$ cat config.mk
export PLATFORM = sky130hd
export DESIGN_NAME = ofmap_writer
export DESIGN_NICKNAME = d
export VERILOG_FILES = /design/src/rtl/ofmap_pkg.sv /design/src/rtl/ofmap_lane_fifo.sv /design/src/rtl/ofmap_writer.sv
export SDC_FILE = /design/constraint.sdc
export NUM_CORES = 1
export LEC_CHECK = 0
export ABC_AREA = 0
export BUFFER_PORTS_ARGS = -buffer_cell sky130_fd_sc_hd__buf_2
export CORE_ASPECT_RATIO = 1.25
export CORE_MARGIN = 5
export CORE_UTILIZATION = 43
export DETAILED_ROUTE_END_ITERATION = 8
export GPL_ROUTABILITY_DRIVEN = 1
export SYNTH_ARGS = -nofsm -noshare
export SYNTH_HDL_FRONTEND = slang
export SYNTH_SLANG_ARGS = --single-unit
$ cat constraint.sdc
create_clock -name clk -period 7.8 [get_ports clk]
set_input_delay 1.17 -clock clk [delete_from_list [all_inputs] [get_ports clk]]
set_output_delay 1.17 -clock clk [all_outputs]
set_load 0.05 [all_outputs]
$ cat src/rtl/ofmap_pkg.sv
// Shared types and constants for the output-feature-map writer.
// The OFMAP_RELU_EN build option is consumed in ofmap_writer.sv.
package ofmap_pkg;
  localparam int N_LANE = 16;
  localparam int DATA_W = 8;
  localparam int IDX_W  = 10;
  localparam int LANE_W = 4;
  localparam int ADDR_W = LANE_W + IDX_W;

  typedef struct packed {
    logic [DATA_W-1:0] data;
    logic [IDX_W-1:0]  idx;
  } ofmap_entry_t;

  typedef enum logic [1:0] {IDLE, RUN, DRAIN, DONE} wr_state_t;

  // Negative int8 results clamp to zero.
  function automatic logic [DATA_W-1:0] relu(input logic [DATA_W-1:0] d);
    return d[DATA_W-1] ? '0 : d;
  endfunction
endpackage

$ cat src/rtl/ofmap_lane_fifo.sv
// Per-lane synchronous FIFO of ofmap entries; a push into a full FIFO
// is accepted when a pop happens in the same cycle.
module ofmap_lane_fifo
  import ofmap_pkg::*;
#(
  parameter int DEPTH = 4
) (
  input  logic         clk,
  input  logic         rst,
  input  logic         i_push,
  input  logic         i_pop,
  input  ofmap_entry_t i_data,
  output ofmap_entry_t o_data,
  output logic         o_full,
  output logic         o_empty
);
  localparam int PTR_W = $clog2(DEPTH);

  ofmap_entry_t     r_mem [DEPTH];
  logic [PTR_W:0]   r_wptr;
  logic [PTR_W:0]   r_rptr;
  logic             w_pop;
  logic             w_push;

  assign o_empty = (r_wptr == r_rptr);
  assign o_full  = (r_wptr[PTR_W] != r_rptr[PTR_W]) &&
                   (r_wptr[PTR_W-1:0] == r_rptr[PTR_W-1:0]);
  assign w_pop   = i_pop && !o_empty;
  assign w_push  = i_push && (!o_full || w_pop);
  assign o_data  = r_mem[r_rptr[PTR_W-1:0]];

  always_ff @(posedge clk) begin
    if (rst) begin
      r_wptr <= '0;
      r_rptr <= '0;
    end else begin
      if (w_push) r_wptr <= r_wptr + 1'b1;
      if (w_pop)  r_rptr <= r_rptr + 1'b1;
    end
  end

  always_ff @(posedge clk) begin
    if (w_push) r_mem[r_wptr[PTR_W-1:0]] <= i_data;
  end
endmodule

$ cat src/rtl/ofmap_writer.sv
// Collects per-lane accumulator results into lane FIFOs and round-robins them
// onto one SRAM write port. Define OFMAP_RELU_EN to clamp negative results to 0.
// Handshake: conv_valid_i has no ready; a result is taken the cycle it is valid
// or, if its lane FIFO is full with no pop that cycle, dropped and flagged.
module ofmap_writer
  import ofmap_pkg::ofmap_entry_t, ofmap_pkg::wr_state_t, ofmap_pkg::IDLE,
         ofmap_pkg::RUN, ofmap_pkg::DRAIN, ofmap_pkg::DONE, ofmap_pkg::DATA_W,
         ofmap_pkg::IDX_W, ofmap_pkg::LANE_W, ofmap_pkg::ADDR_W, ofmap_pkg::relu;
#(
  parameter int N_LANE     = 16,
  parameter int FIFO_DEPTH = 4
) (
  input  logic                           clk,
  input  logic                           rst,
  input  logic                           start_i,
  input  logic [N_LANE-1:0]              conv_valid_i,
  input  logic [N_LANE-1:0]              conv_last_i,
  input  logic [N_LANE-1:0][DATA_W-1:0]  conv_result_i,
  input  logic [N_LANE-1:0][IDX_W-1:0]   addr_i,
  output logic                           wr_en_o,
  output logic [ADDR_W-1:0]              wr_addr_o,
  output logic [DATA_W-1:0]              wr_data_o,
  output logic                           busy_o,
  output logic                           done_o,
  output logic                           overflow_o,
  output wr_state_t                      state_o
);
  wr_state_t          r_state;
  logic [N_LANE-1:0]  r_last_seen;
  logic [LANE_W-1:0]  r_rr_ptr;
  logic               r_wr_en;
  logic [ADDR_W-1:0]  r_wr_addr;
  logic [DATA_W-1:0]  r_wr_data;
  logic               r_busy;
  logic               r_done;
  logic               r_ovf;

  logic [N_LANE-1:0]  w_push, w_pop, w_drop, w_full, w_empty;
  ofmap_entry_t       w_din  [N_LANE];
  ofmap_entry_t       w_dout [N_LANE];
  ofmap_entry_t       w_sel;
  logic               w_any;
  logic [LANE_W-1:0]  w_grant;
  logic [LANE_W-1:0]  w_cand;
  logic [DATA_W-1:0]  w_wdata;
  logic               w_run;
  logic               w_active;

  assign w_run    = (r_state == RUN);
  assign w_active = (r_state == RUN) || (r_state == DRAIN);

  for (genvar g = 0; g < N_LANE; g++) begin : g_lane
    assign w_din[g]  = {conv_result_i[g], addr_i[g]};
    assign w_pop[g]  = w_active && w_any && (w_grant == LANE_W'(g));
    assign w_push[g] = w_run && conv_valid_i[g] && (!w_full[g] || w_pop[g]);
    assign w_drop[g] = w_run && conv_valid_i[g] && w_full[g] && !w_pop[g];

    ofmap_lane_fifo #(.DEPTH(FIFO_DEPTH)) u_fifo (
      .clk     (clk),
      .rst     (rst),
      .i_push  (w_push[g]),
      .i_pop   (w_pop[g]),
      .i_data  (w_din[g]),
      .o_data  (w_dout[g]),
      .o_full  (w_full[g]),
      .o_empty (w_empty[g])
    );
  end

  // First non-empty lane at or after r_rr_ptr, wrapping.
  always_comb begin
    w_any   = 1'b0;
    w_grant = '0;
    w_cand  = '0;
    for (int k = 0; k < N_LANE; k++) begin
      w_cand = LANE_W'((32'(r_rr_ptr) + k) % N_LANE);
      if (!w_any && !w_empty[w_cand]) begin
        w_any   = 1'b1;
        w_grant = w_cand;
      end
    end
  end

  assign w_sel = w_dout[w_grant];

`ifdef OFMAP_RELU_EN
  assign w_wdata = relu(w_sel.data);
`else
  assign w_wdata = w_sel.data;
`endif

  always_ff @(posedge clk) begin
    if (rst) begin
      r_state     <= IDLE;
      r_last_seen <= '0;
      r_rr_ptr    <= '0;
      r_wr_en     <= 1'b0;
      r_wr_addr   <= '0;
      r_wr_data   <= '0;
      r_busy      <= 1'b0;
      r_done      <= 1'b0;
      r_ovf       <= 1'b0;
    end else begin
      r_wr_en <= w_active && w_any;
      r_done  <= 1'b0;
      if (w_active && w_any) begin
        r_wr_addr <= {w_grant, w_sel.idx};
        r_wr_data <= w_wdata;
        r_rr_ptr  <= (w_grant == LANE_W'(N_LANE - 1)) ? '0 : w_grant + 1'b1;
      end
      case (r_state)
        IDLE: if (start_i) begin
          r_state     <= RUN;
          r_busy      <= 1'b1;
          r_last_seen <= '0;
          r_ovf       <= 1'b0;
        end
        RUN: begin
          // last is recorded even when its result is dropped, so the layer still ends.
          r_last_seen <= r_last_seen | (conv_valid_i & conv_last_i);
          if (|w_drop) r_ovf <= 1'b1;
          if (&r_last_seen) r_state <= DRAIN;
        end
        DRAIN: if (&w_empty && !w_any) begin
          r_state <= DONE;
          r_busy  <= 1'b0;
          r_done  <= 1'b1;
        end
        DONE:    r_state <= IDLE;
        default: r_state <= IDLE;
      endcase
    end
  end

  assign wr_en_o    = r_wr_en;
  assign wr_addr_o  = r_wr_addr;
  assign wr_data_o  = r_wr_data;
  assign busy_o     = r_busy;
  assign done_o     = r_done;
  assign overflow_o = r_ovf;
  assign state_o    = r_state;
endmodule

# Word level (Yosys, flattened, before mapping)
# Memories as Yosys holds them, arrays and structs flattened. A register that Yosys moved wholly into a read port is not among the register bits.
# Index checks and enable logic that the tools add are counted.
[word_totals] ff_bits=144 ram_bits=1152 mem_count=16 input_bits=323
[classes] n_addsub=48 n_bitwise=4 magnitude_cmp=17 eq_ne=70 reduce_logical=268 mux=145
[memory_table] name="g_lane[0].u_fifo.r_mem" words=4 width=18 read_ports=1 rd_ports_with_merged_regs=1 wr=1 line_no="ofmap_lane_fifo.sv:19" text="ofmap_entry_t r_mem [DEPTH];"
[memory_table] name="g_lane[10].u_fifo.r_mem" words=4 width=18 read_ports=1 rd_ports_with_merged_regs=1 wr=1 line_no="ofmap_lane_fifo.sv:19"
[memory_table] name="g_lane[11].u_fifo.r_mem" words=4 width=18 read_ports=1 rd_ports_with_merged_regs=1 wr=1 line_no="ofmap_lane_fifo.sv:19"
[memory_table] name="g_lane[12].u_fifo.r_mem" words=4 width=18 read_ports=1 rd_ports_with_merged_regs=1 wr=1 line_no="ofmap_lane_fifo.sv:19"
[memory_table] name="g_lane[13].u_fifo.r_mem" words=4 width=18 read_ports=1 rd_ports_with_merged_regs=1 wr=1 line_no="ofmap_lane_fifo.sv:19"
[memory_table] name="g_lane[14].u_fifo.r_mem" words=4 width=18 read_ports=1 rd_ports_with_merged_regs=1 wr=1 line_no="ofmap_lane_fifo.sv:19"
[memory_table] name="10 more memories"
[ops] operator="$logic_and A1 B1 Y1" n=145
[ops] operator="$add A3 B1 Y3 const B" n=32
[ops] operator="$lt A4 B5 Y1 const B" n=16
[ops] operator="$logic_not A1 Y1" n=78
[ops] operator="$bmux W18 S4" n=1
[ops] operator="$mux W2" n=35
[ops] operator="$mux W1" n=69
[ops] operator="$mux W4" n=17
[ops] operator="$bmux W1 S4" n=16
[ops] operator="$eq A3 B3 Y1" n=16
[ops] operator="$mux W18" n=2
[ops] operator="$logic_or A1 B1 Y1" n=33
[ops] operator="$add A4 B4 Y4 const B" n=8
[ops] operator="$eq A2 B2 Y1" n=16
[ops] operator="$eq A4 B4 Y1 const B" n=8
[ops] operator="$pmux W16 S2" n=1
[ops] operator="$reduce_and A16 Y1" n=2
[ops] operator="$add A4 B3 Y4 const B" n=4
[ops] operator="$and A16 B16 Y16" n=1
[ops] operator="$eq A4 B3 Y1 const B" n=4
[ops] operator="$mux W16" n=1
[ops] operator="$ne A1 B1 Y1" n=16
[ops] operator="$or A16 B16 Y16" n=1
[ops] operator="$reduce_or A16 Y1" n=1
[ops] operator="19 further kinds" n=29

# Logic depth before layout (Yosys ltp)
[logic_depth] word_depth=55 mapped_depth=25 depth_no_buf=18

# Hierarchy
# Synthesis repeated with hierarchy kept, for this count alone.
[hier_totals] hier_cells=3384 area_unflattened_um2=58061.9
[modules_own_cells] module="ofmap_lane_fifo" cells_each=149 seq_area_each_um2=2322.2 instances=16 area_each_um2=3138.0
[modules_own_cells] module="ofmap_writer" cells_each=1000 seq_area_each_um2=960.9 instances=1 area_each_um2=7853.8

# Least setup slack after synthesis
# No wires, ideal clock.
[synth_path] path_kind="register to register" from="register r_rr_ptr[1]" to="memory g_lane[15].u_fifo.r_mem[3][0] in the netlist's numbering (enable)" path_buffers=9 path_slack_ns=1.013 stages_incl_launch_ff=24 arrival_time_ns=6.392 setup_ns=0.395 path_cell_list="dfxtp_1 buf_2 clkinv_1 buf_1 ha_1 buf_2 clkbuf_1 clkbuf_1 a2111oi_0 o41ai_1 nand3_1 nor4_1 buf_2 nand2_2 o2111ai_1 nand2_1 clkinv_1 buf_2 buf_2 buf_2 ha_1 and3_1 nand3_2 a211oi_2"
[synth_via] elab_chain_cells=55 word_cells_on_any_way=133 classes_between="add/sub: 15; eq/ne: 1; mux: 66; reduce/logical: 51"
[synth_lines] item="start: declaration" line_no="ofmap_writer.sv:30" text="logic [LANE_W-1:0] r_rr_ptr;"
[synth_lines] item="start signal: assignment" line_no="ofmap_writer.sv:109" text="r_rr_ptr <= (w_grant == LANE_W'(N_LANE - 1)) ? '0 : w_grant + 1'b1;"
[synth_lines] item="$add A4 B1 Y4" line_no="ofmap_writer.sv:76" text="w_cand = LANE_W'((32'(r_rr_ptr) + k) % N_LANE);"
[synth_lines] item="$bmux W1 S4" line_no="ofmap_writer.sv:77" text="if (!w_any && !w_empty[w_cand]) begin"
[synth_lines] item="$mux W1 (implied by the code)" line_no="ofmap_writer.sv:77"
[synth_lines] item="$logic_not A1 Y1" line_no="ofmap_writer.sv:77"
[synth_lines] item="$logic_and A1 B1 Y1" line_no="ofmap_writer.sv:77"
[synth_lines] item="$mux W1" line_no="ofmap_writer.sv:77"
[synth_lines] item="$logic_not A1 Y1" line_no="ofmap_writer.sv:77"
[synth_lines] item="$logic_and A1 B1 Y1" line_no="ofmap_writer.sv:77"
[synth_lines] item="(+39 left out)"
[synth_lines] item="$mux W4 / $mux W1 (equally long branches)" line_no="ofmap_writer.sv:77"
[synth_lines] item="$eq A4 B4 Y1 / $logic_and A1 B1 Y1 (equally long branches)" line_no="ofmap_writer.sv:54" text="assign w_pop[g] = w_active && w_any && (w_grant == LANE_W'(g));"
[synth_lines] item="$logic_and A1 B1 Y1 (*)" line_no="ofmap_writer.sv:54"
[synth_lines] item="$logic_or A1 B1 Y1 / $logic_and A1 B1 Y1 (equally long branches)" line_no="ofmap_writer.sv:55, ofmap_lane_fifo.sv:28"
[synth_lines] item="$logic_and A1 B1 Y1 / $logic_or A1 B1 Y1 (equally long branches)" line_no="ofmap_writer.sv:55, ofmap_lane_fifo.sv:29"
[synth_lines] item="$logic_and A1 B1 Y1 (*)" line_no="ofmap_lane_fifo.sv:29" text="assign w_push = i_push && (!o_full || w_pop);"
[synth_lines] item="$mux W1 (*)" line_no="ofmap_lane_fifo.sv:43" text="if (w_push) r_mem[r_wptr[PTR_W-1:0]] <= i_data;"
[synth_lines] item="$mux W1 (implied by the code) (*)" line_no="ofmap_lane_fifo.sv:43"
[synth_lines] item="end: declaration" line_no="ofmap_lane_fifo.sv:19"
# Every way passes the cells marked *; elsewhere a longest branch is shown, timed or not. The select of a mux whose other input is x is not followed.

# Final worst setup path
[layout_path] from="register r_rr_ptr[1]" to="register r_wr_addr[9] (netlist: wr_addr_o[9])"
[layout_via] elab_chain_cells=52 word_cells_on_any_way=128 classes_between="add/sub: 15; mux: 67; bitwise: 1; reduce/logical: 45"
[layout_lines] item="$add A4 B1 Y4" line_no="ofmap_writer.sv:76"
[layout_lines] item="$bmux W1 S4" line_no="ofmap_writer.sv:77"
[layout_lines] item="$mux W1 (implied by the code)" line_no="ofmap_writer.sv:77"
[layout_lines] item="$logic_not A1 Y1" line_no="ofmap_writer.sv:77"
[layout_lines] item="$logic_and A1 B1 Y1" line_no="ofmap_writer.sv:77"
[layout_lines] item="$mux W1" line_no="ofmap_writer.sv:77"
[layout_lines] item="$logic_not A1 Y1" line_no="ofmap_writer.sv:77"
[layout_lines] item="$logic_and A1 B1 Y1" line_no="ofmap_writer.sv:77"
[layout_lines] item="(+35 left out)"
[layout_lines] item="$logic_and A1 B1 Y1" line_no="ofmap_writer.sv:77"
[layout_lines] item="$mux W1" line_no="ofmap_writer.sv:77"
[layout_lines] item="$logic_not A1 Y1" line_no="ofmap_writer.sv:77"
[layout_lines] item="$logic_and A1 B1 Y1" line_no="ofmap_writer.sv:77"
[layout_lines] item="$mux W4" line_no="ofmap_writer.sv:77"
[layout_lines] item="$not A4 Y5 (implied by the code)" line_no="ofmap_writer.sv:84" text="assign w_sel = w_dout[w_grant];"
[layout_lines] item="$bmux W18 S4" line_no="ofmap_writer.sv:84"
[layout_lines] item="$mux W18 (implied by the code) (2 in series)" line_no="ofmap_writer.sv:84"
[layout_lines] item="end signal: assignment" line_no="ofmap_writer.sv:107" text="r_wr_addr <= {w_grant, w_sel.idx};"
[layout_lines] item="end: declaration" line_no="ofmap_writer.sv:32" text="logic [ADDR_W-1:0] r_wr_addr;"
# Parallel ways exist; a longest one is shown, timed or not. The select of a mux whose other input is x is not followed.
# A chain may end at the register's enable or synchronous reset.

==> report_table.html <==
<table>
<tr><th>Metric</th><th>Value</th></tr>
<tr><th colspan="2">Run status</th></tr>
<tr><td>Run status</td><td>finished clean</td></tr>
<tr><th colspan="2">STA</th></tr>
<tr><td>Final hold viol count</td><td>0</td></tr>
<tr><td>Setup repair after global routing missed its margin</td><td>false</td></tr>
<tr><td>Slew margin rel.</td><td>20.2%</td></tr>
<tr><td>Worst clock skew on the final layout</td><td>0.0576 ns</td></tr>
<tr><td>Post-route clock period utilization</td><td>95.8%</td></tr>
<tr><td>Final setup fails</td><td>0</td></tr>
<tr><td>Minimum clock period after layout</td><td>7.47 ns</td></tr>
<tr><td>Setup_tns</td><td>0 ns</td></tr>
<tr><td>Worst Setup Slack, final</td><td>0.328 ns</td></tr>
<tr><td>Slew Limit Fails</td><td>0</td></tr>
<tr><td>Slew at the pin closest to its max-slew limit</td><td>1.19 ns</td></tr>
<tr><td>Highest Clock Rate</td><td>0.134 GHz</td></tr>
<tr><th colspan="2">Die</th></tr>
<tr><td>Starting density of the core</td><td>43.4%</td></tr>
<tr><td>Chip Height</td><td>415 um</td></tr>
<tr><td>Horizontal extent of the die</td><td>334 um</td></tr>
<tr><td># IOs</td><td>351</td></tr>
<tr><td>Die ar.</td><td>0.139 mm^2</td></tr>
<tr><td>Placeable core region</td><td>0.130 mm^2</td></tr>
<tr><td>Placement row count</td><td>148</td></tr>
<tr><th colspan="2">Critical path</th></tr>
<tr><td>Worst-path cell chain</td><td>clkinv_1 &gt; buf_4 &gt; ha_1 &gt; inv_2 &gt; nor4_1 &gt; buf_4 &gt; nor3_1 &gt; o41ai_1 &gt; nand3_1 &gt; nor4_1 &gt; buf_4 &gt; nand3_2 &gt; or3_1 &gt; and3_4 &gt; inv_6 &gt; buf_4 &gt; mux2i_1 &gt; o22ai_1 &gt; a31o_1 &gt; o41a_1</td></tr>
<tr><td>WP depth</td><td>20</td></tr>
<tr><td>Beginning of the critical path</td><td>r_rr_ptr[1]</td></tr>
<tr><td>Master of the slowest instance on the critical path</td><td>sky130_fd_sc_hd__ha_1</td></tr>
<tr><td>Worst reg2reg endpoint</td><td>wr_addr_o[9]</td></tr>
<tr><td>Worst setup path category</td><td>reg2reg</td></tr>
<tr><td>R2r worst-path depth</td><td>20</td></tr>
<tr><td>Largest fanout on the critical path</td><td>51</td></tr>
<tr><td>Crit path max-delay family</td><td>simple AND/OR/NAND/NOR gates</td></tr>
<tr><td>Critical path required time</td><td>8.45 ns</td></tr>
<tr><td>Number of buffer and inverter instances along the worst setup path</td><td>7</td></tr>
<tr><td>Slack of the worst reg-to-reg path</td><td>0.33 ns</td></tr>
<tr><td>Crit path capture type</td><td>flop</td></tr>
<tr><td>Kind of start point of the critical path</td><td>flop</td></tr>
<tr><td>Endpoint of the worst setup timing path</td><td>wr_addr_o[9]</td></tr>
<tr><td>Top cell by count, worst path</td><td>sky130_fd_sc_hd__buf_4</td></tr>
<tr><td>Launch point of the worst reg-to-reg path</td><td>r_rr_ptr[1]</td></tr>
<tr><td>Arrival time of the worst setup path</td><td>8.12 ns</td></tr>
<tr><td>Highest cell delay on the worst timing path</td><td>0.82 ns</td></tr>
<tr><th colspan="2">Worst hold path</th></tr>
<tr><td>Worst hold-check path type</td><td>reg2reg</td></tr>
<tr><th colspan="2">Clock tree</th></tr>
<tr><td>Num CTS Buffers</td><td>134</td></tr>
<tr><td>Clock tree from TritonCTS</td><td>built</td></tr>
<tr><td>Maximum clock insertion buffer count</td><td>3</td></tr>
<tr><td>Setup bufs post-CTS</td><td>0</td></tr>
<tr><td>Count of hold buffers inserted by post-cts repair</td><td>0</td></tr>
<tr><td>Number of sinks handled by clock tree synthesis</td><td>1328</td></tr>
<tr><td>H-tree Lvls</td><td>4</td></tr>
<tr><td>Worst-skew pair later-pin latency</td><td>0.80 ns</td></tr>
<tr><td>Clock-pin slew on the worst setup and hold paths</td><td>0.07 ns</td></tr>
<tr><td>Number of instances resized during post-cts repair</td><td>0</td></tr>
<tr><td>Clock root buffer</td><td>sky130_fd_sc_hd__clkbuf_16</td></tr>
<tr><th colspan="2">Synth</th></tr>
<tr><td>Mux share of post-synthesis cell area</td><td>15.1%</td></tr>
<tr><td>Sequential cell area fraction in the yosys report</td><td>67.4%</td></tr>
<tr><td>Total of flip-flops plus latches after synthesis</td><td>1328</td></tr>
<tr><td>Area fraction in compound gates after synthesis</td><td>5.08%</td></tr>
<tr><td>Avg Synthesized Cell Area</td><td>17.1 um^2</td></tr>
<tr><td>Synth warnings</td><td>0</td></tr>
<tr><td>Asr flop ratio synth</td><td>0%</td></tr>
<tr><td>Number of different library cells in the post-synthesis netlist</td><td>101</td></tr>
<tr><td>Synthesized-area fraction occupied by and/or/nand/nor cells</td><td>6.24%</td></tr>
<tr><td>Xor/xnor share of the synthesized area</td><td>2.34%</td></tr>
<tr><td>Adder-cell share of the synthesized area</td><td>2.04%</td></tr>
<tr><td>Synth Instances</td><td>3312</td></tr>
<tr><td>Count of flip-flops with a built-in enable after synthesis</td><td>1152</td></tr>
<tr><td>Netlist Area Pre-Place</td><td>0.0565 mm^2</td></tr>
<tr><td>Combinational family with the most area after synthesis</td><td>multiplexers</td></tr>
<tr><td>Synthesized netlist net count</td><td>3727</td></tr>
<tr><td>Primary FF master, synth</td><td>sky130_fd_sc_hd__edfxtp_1</td></tr>
<tr><th colspan="2">Drt</th></tr>
<tr><td>Number of remaining DRC errors</td><td>0</td></tr>
<tr><td>Drt wl/cell</td><td>29.4 um</td></tr>
<tr><td>Initial drt markers</td><td>2988</td></tr>
<tr><td>Avg Vias per Cell</td><td>5.83</td></tr>
<tr><td>Overall routed net length</td><td>165 mm</td></tr>
<tr><td>DR pass1 iterations</td><td>5</td></tr>
<tr><td>Remaining number of nets flagged by the antenna check after routing</td><td>0</td></tr>
<tr><td>Total number of vias</td><td>32700</td></tr>
<tr><th colspan="2">Placement</th></tr>
<tr><td>Half-perimeter wire length of the detailed placement result</td><td>120 mm</td></tr>
<tr><td>Dpl cell area</td><td>0.0608 mm^2</td></tr>
<tr><td>Number of buffer cells added on primary ports</td><td>350</td></tr>
<tr><td>Post-placement setup slack</td><td>0.545 ns</td></tr>
<tr><td>GPL Wtd Cong</td><td>1.05</td></tr>
<tr><th colspan="2">Final layout</th></tr>
<tr><td>Most common cell after layout, fill and taps aside</td><td>sky130_fd_sc_hd__edfxtp_1</td></tr>
<tr><td>Final net count</td><td>4177</td></tr>
<tr><td>Area growth from synthesis to final layout</td><td>15.6%</td></tr>
<tr><td>Layout cells sized above 1</td><td>27.9%</td></tr>
<tr><td>Final standard cell area without fillers</td><td>0.0654 mm^2</td></tr>
<tr><td>Commonest cells after routing, fill and taps aside</td><td>1152 x sky130_fd_sc_hd__edfxtp_1, 349 x sky130_fd_sc_hd__buf_2, 325 x sky130_fd_sc_hd__mux4_2</td></tr>
<tr><th colspan="2">Global routing</th></tr>
<tr><td>Largest net degree at the start of global routing</td><td>101</td></tr>
<tr><td>Wire length of the first global-routing pass</td><td>236 mm</td></tr>
<tr><td>Global-route total usage across every layer</td><td>23.5%</td></tr>
<tr><td>Initial antenna violation count</td><td>52</td></tr>
<tr><td>GRT overflow</td><td>0</td></tr>
<tr><td>Number of global-route vias before repair</td><td>32900</td></tr>
<tr><th colspan="2">Flow run</th></tr>
<tr><td>Total of max-cap violations</td><td>0</td></tr>
</table>
## worst register-to-register path: cells and delay by family, from the launching register on
kind                     cells  cell delay (ns)
AO/OA/AOI/OAI                4             1.46
adder cells (fa/ha/maj)      1             0.82
buffers and inverters        7             1.94
flip-flops                   1             0.36
multiplexers                 1             0.79
AND/OR/NAND/NOR              7             1.95
## flip-flops by register name (all words and copies together) (netlist names), named ones only
signal / count
g_lane.u_fifo.r_mem: 1152
wr_data_o: 8
busy_o: 1
wr_en_o: 1
g_lane.u_fifo.r_rptr: 48
done_o: 1
wr_addr_o: 14
r_last_seen: 16
r_rr_ptr: 4
overflow_o: 1
g_lane.u_fifo.r_wptr: 48
state_o: 2
## logic make-up after synthesis
kind of cell / after synthesis
fa+ha+maj: 92
compound gates: 380
flops: 1328
xor+xnor: 151
mux: 443
simple gates: 687
buf+inv: 231
## stage by stage
stage | hold WS, ns | util [%] | instances
final | 0.473 | 50.1 | 5606
after CTS | 0.472 | 50.1 | 5592
after floorplan | 0.436 | - | 3312
after global routing | 0.504 | 50.1 | 5594
after detailed placement | 0.457 | 46.7 | 5351
after global placement | 0.447 | 46.7 | 5351
## worst min path at each step
| stage | end | startpoint | slack, ns | cells past startpoint |
|---|---|---|---|---|
| after detailed placement | r_last_seen[2] | r_last_seen[2] | 0.46 | 2 |
| after CTS | r_last_seen[2] | r_last_seen[2] | 0.47 | 2 |
| after global routing | r_last_seen[5] | r_last_seen[5] | 0.50 | 2 |
| after global placement | r_last_seen[6] | r_last_seen[6] | 0.45 | 2 |
| final | r_last_seen[2] | r_last_seen[2] | 0.47 | 2 |
| after floorplan | r_last_seen[10] | r_last_seen[10] | 0.44 | 2 |
## layer usage
metal  GRT usage [%]  vias to the layer above  wire [um]  share of wire [%]
met2            38.3                     1344      80100                 49
met1            30.2                    16700      63200                 38
met3            5.62                      389      13300                8.0
met4            9.97                       28       8180                5.0
met5               0                        -        180               0.11
li1                -                    14200          -                  -
## area by class of cell
| type | instances | area (um^2) |
|---|---|---|
| fillers | 10900 | 65000 |
| inverters | 54 | 209 |
| repair buffers | 491 | 2880 |
| well taps | 1725 | 2160 |
| diodes | 14 | 35.0 |
| clock buffers | 173 | 3580 |
| flip-flops and latches | 1328 | 38100 |
| clock inverters | 68 | 915 |
| multi-input cells | 1753 | 17500 |
## Yosys cell counts, drive strengths merged (57+ instances only)
master,n,area (um^2)
a21oi,91,474
edfxtp,1152,34600
buf,76,428
and2,57,357
nand2,79,299
xnor2,78,683
nor2,248,941
clkbuf,101,379
ha,92,1150
mux4,325,7320
xor2,73,639
dfxtp,176,3520
nor3,92,472
mux2i,103,1030
Power is not shown: default switching activity piles up to over one toggle a cycle in this logic, so the estimate is an artifact.
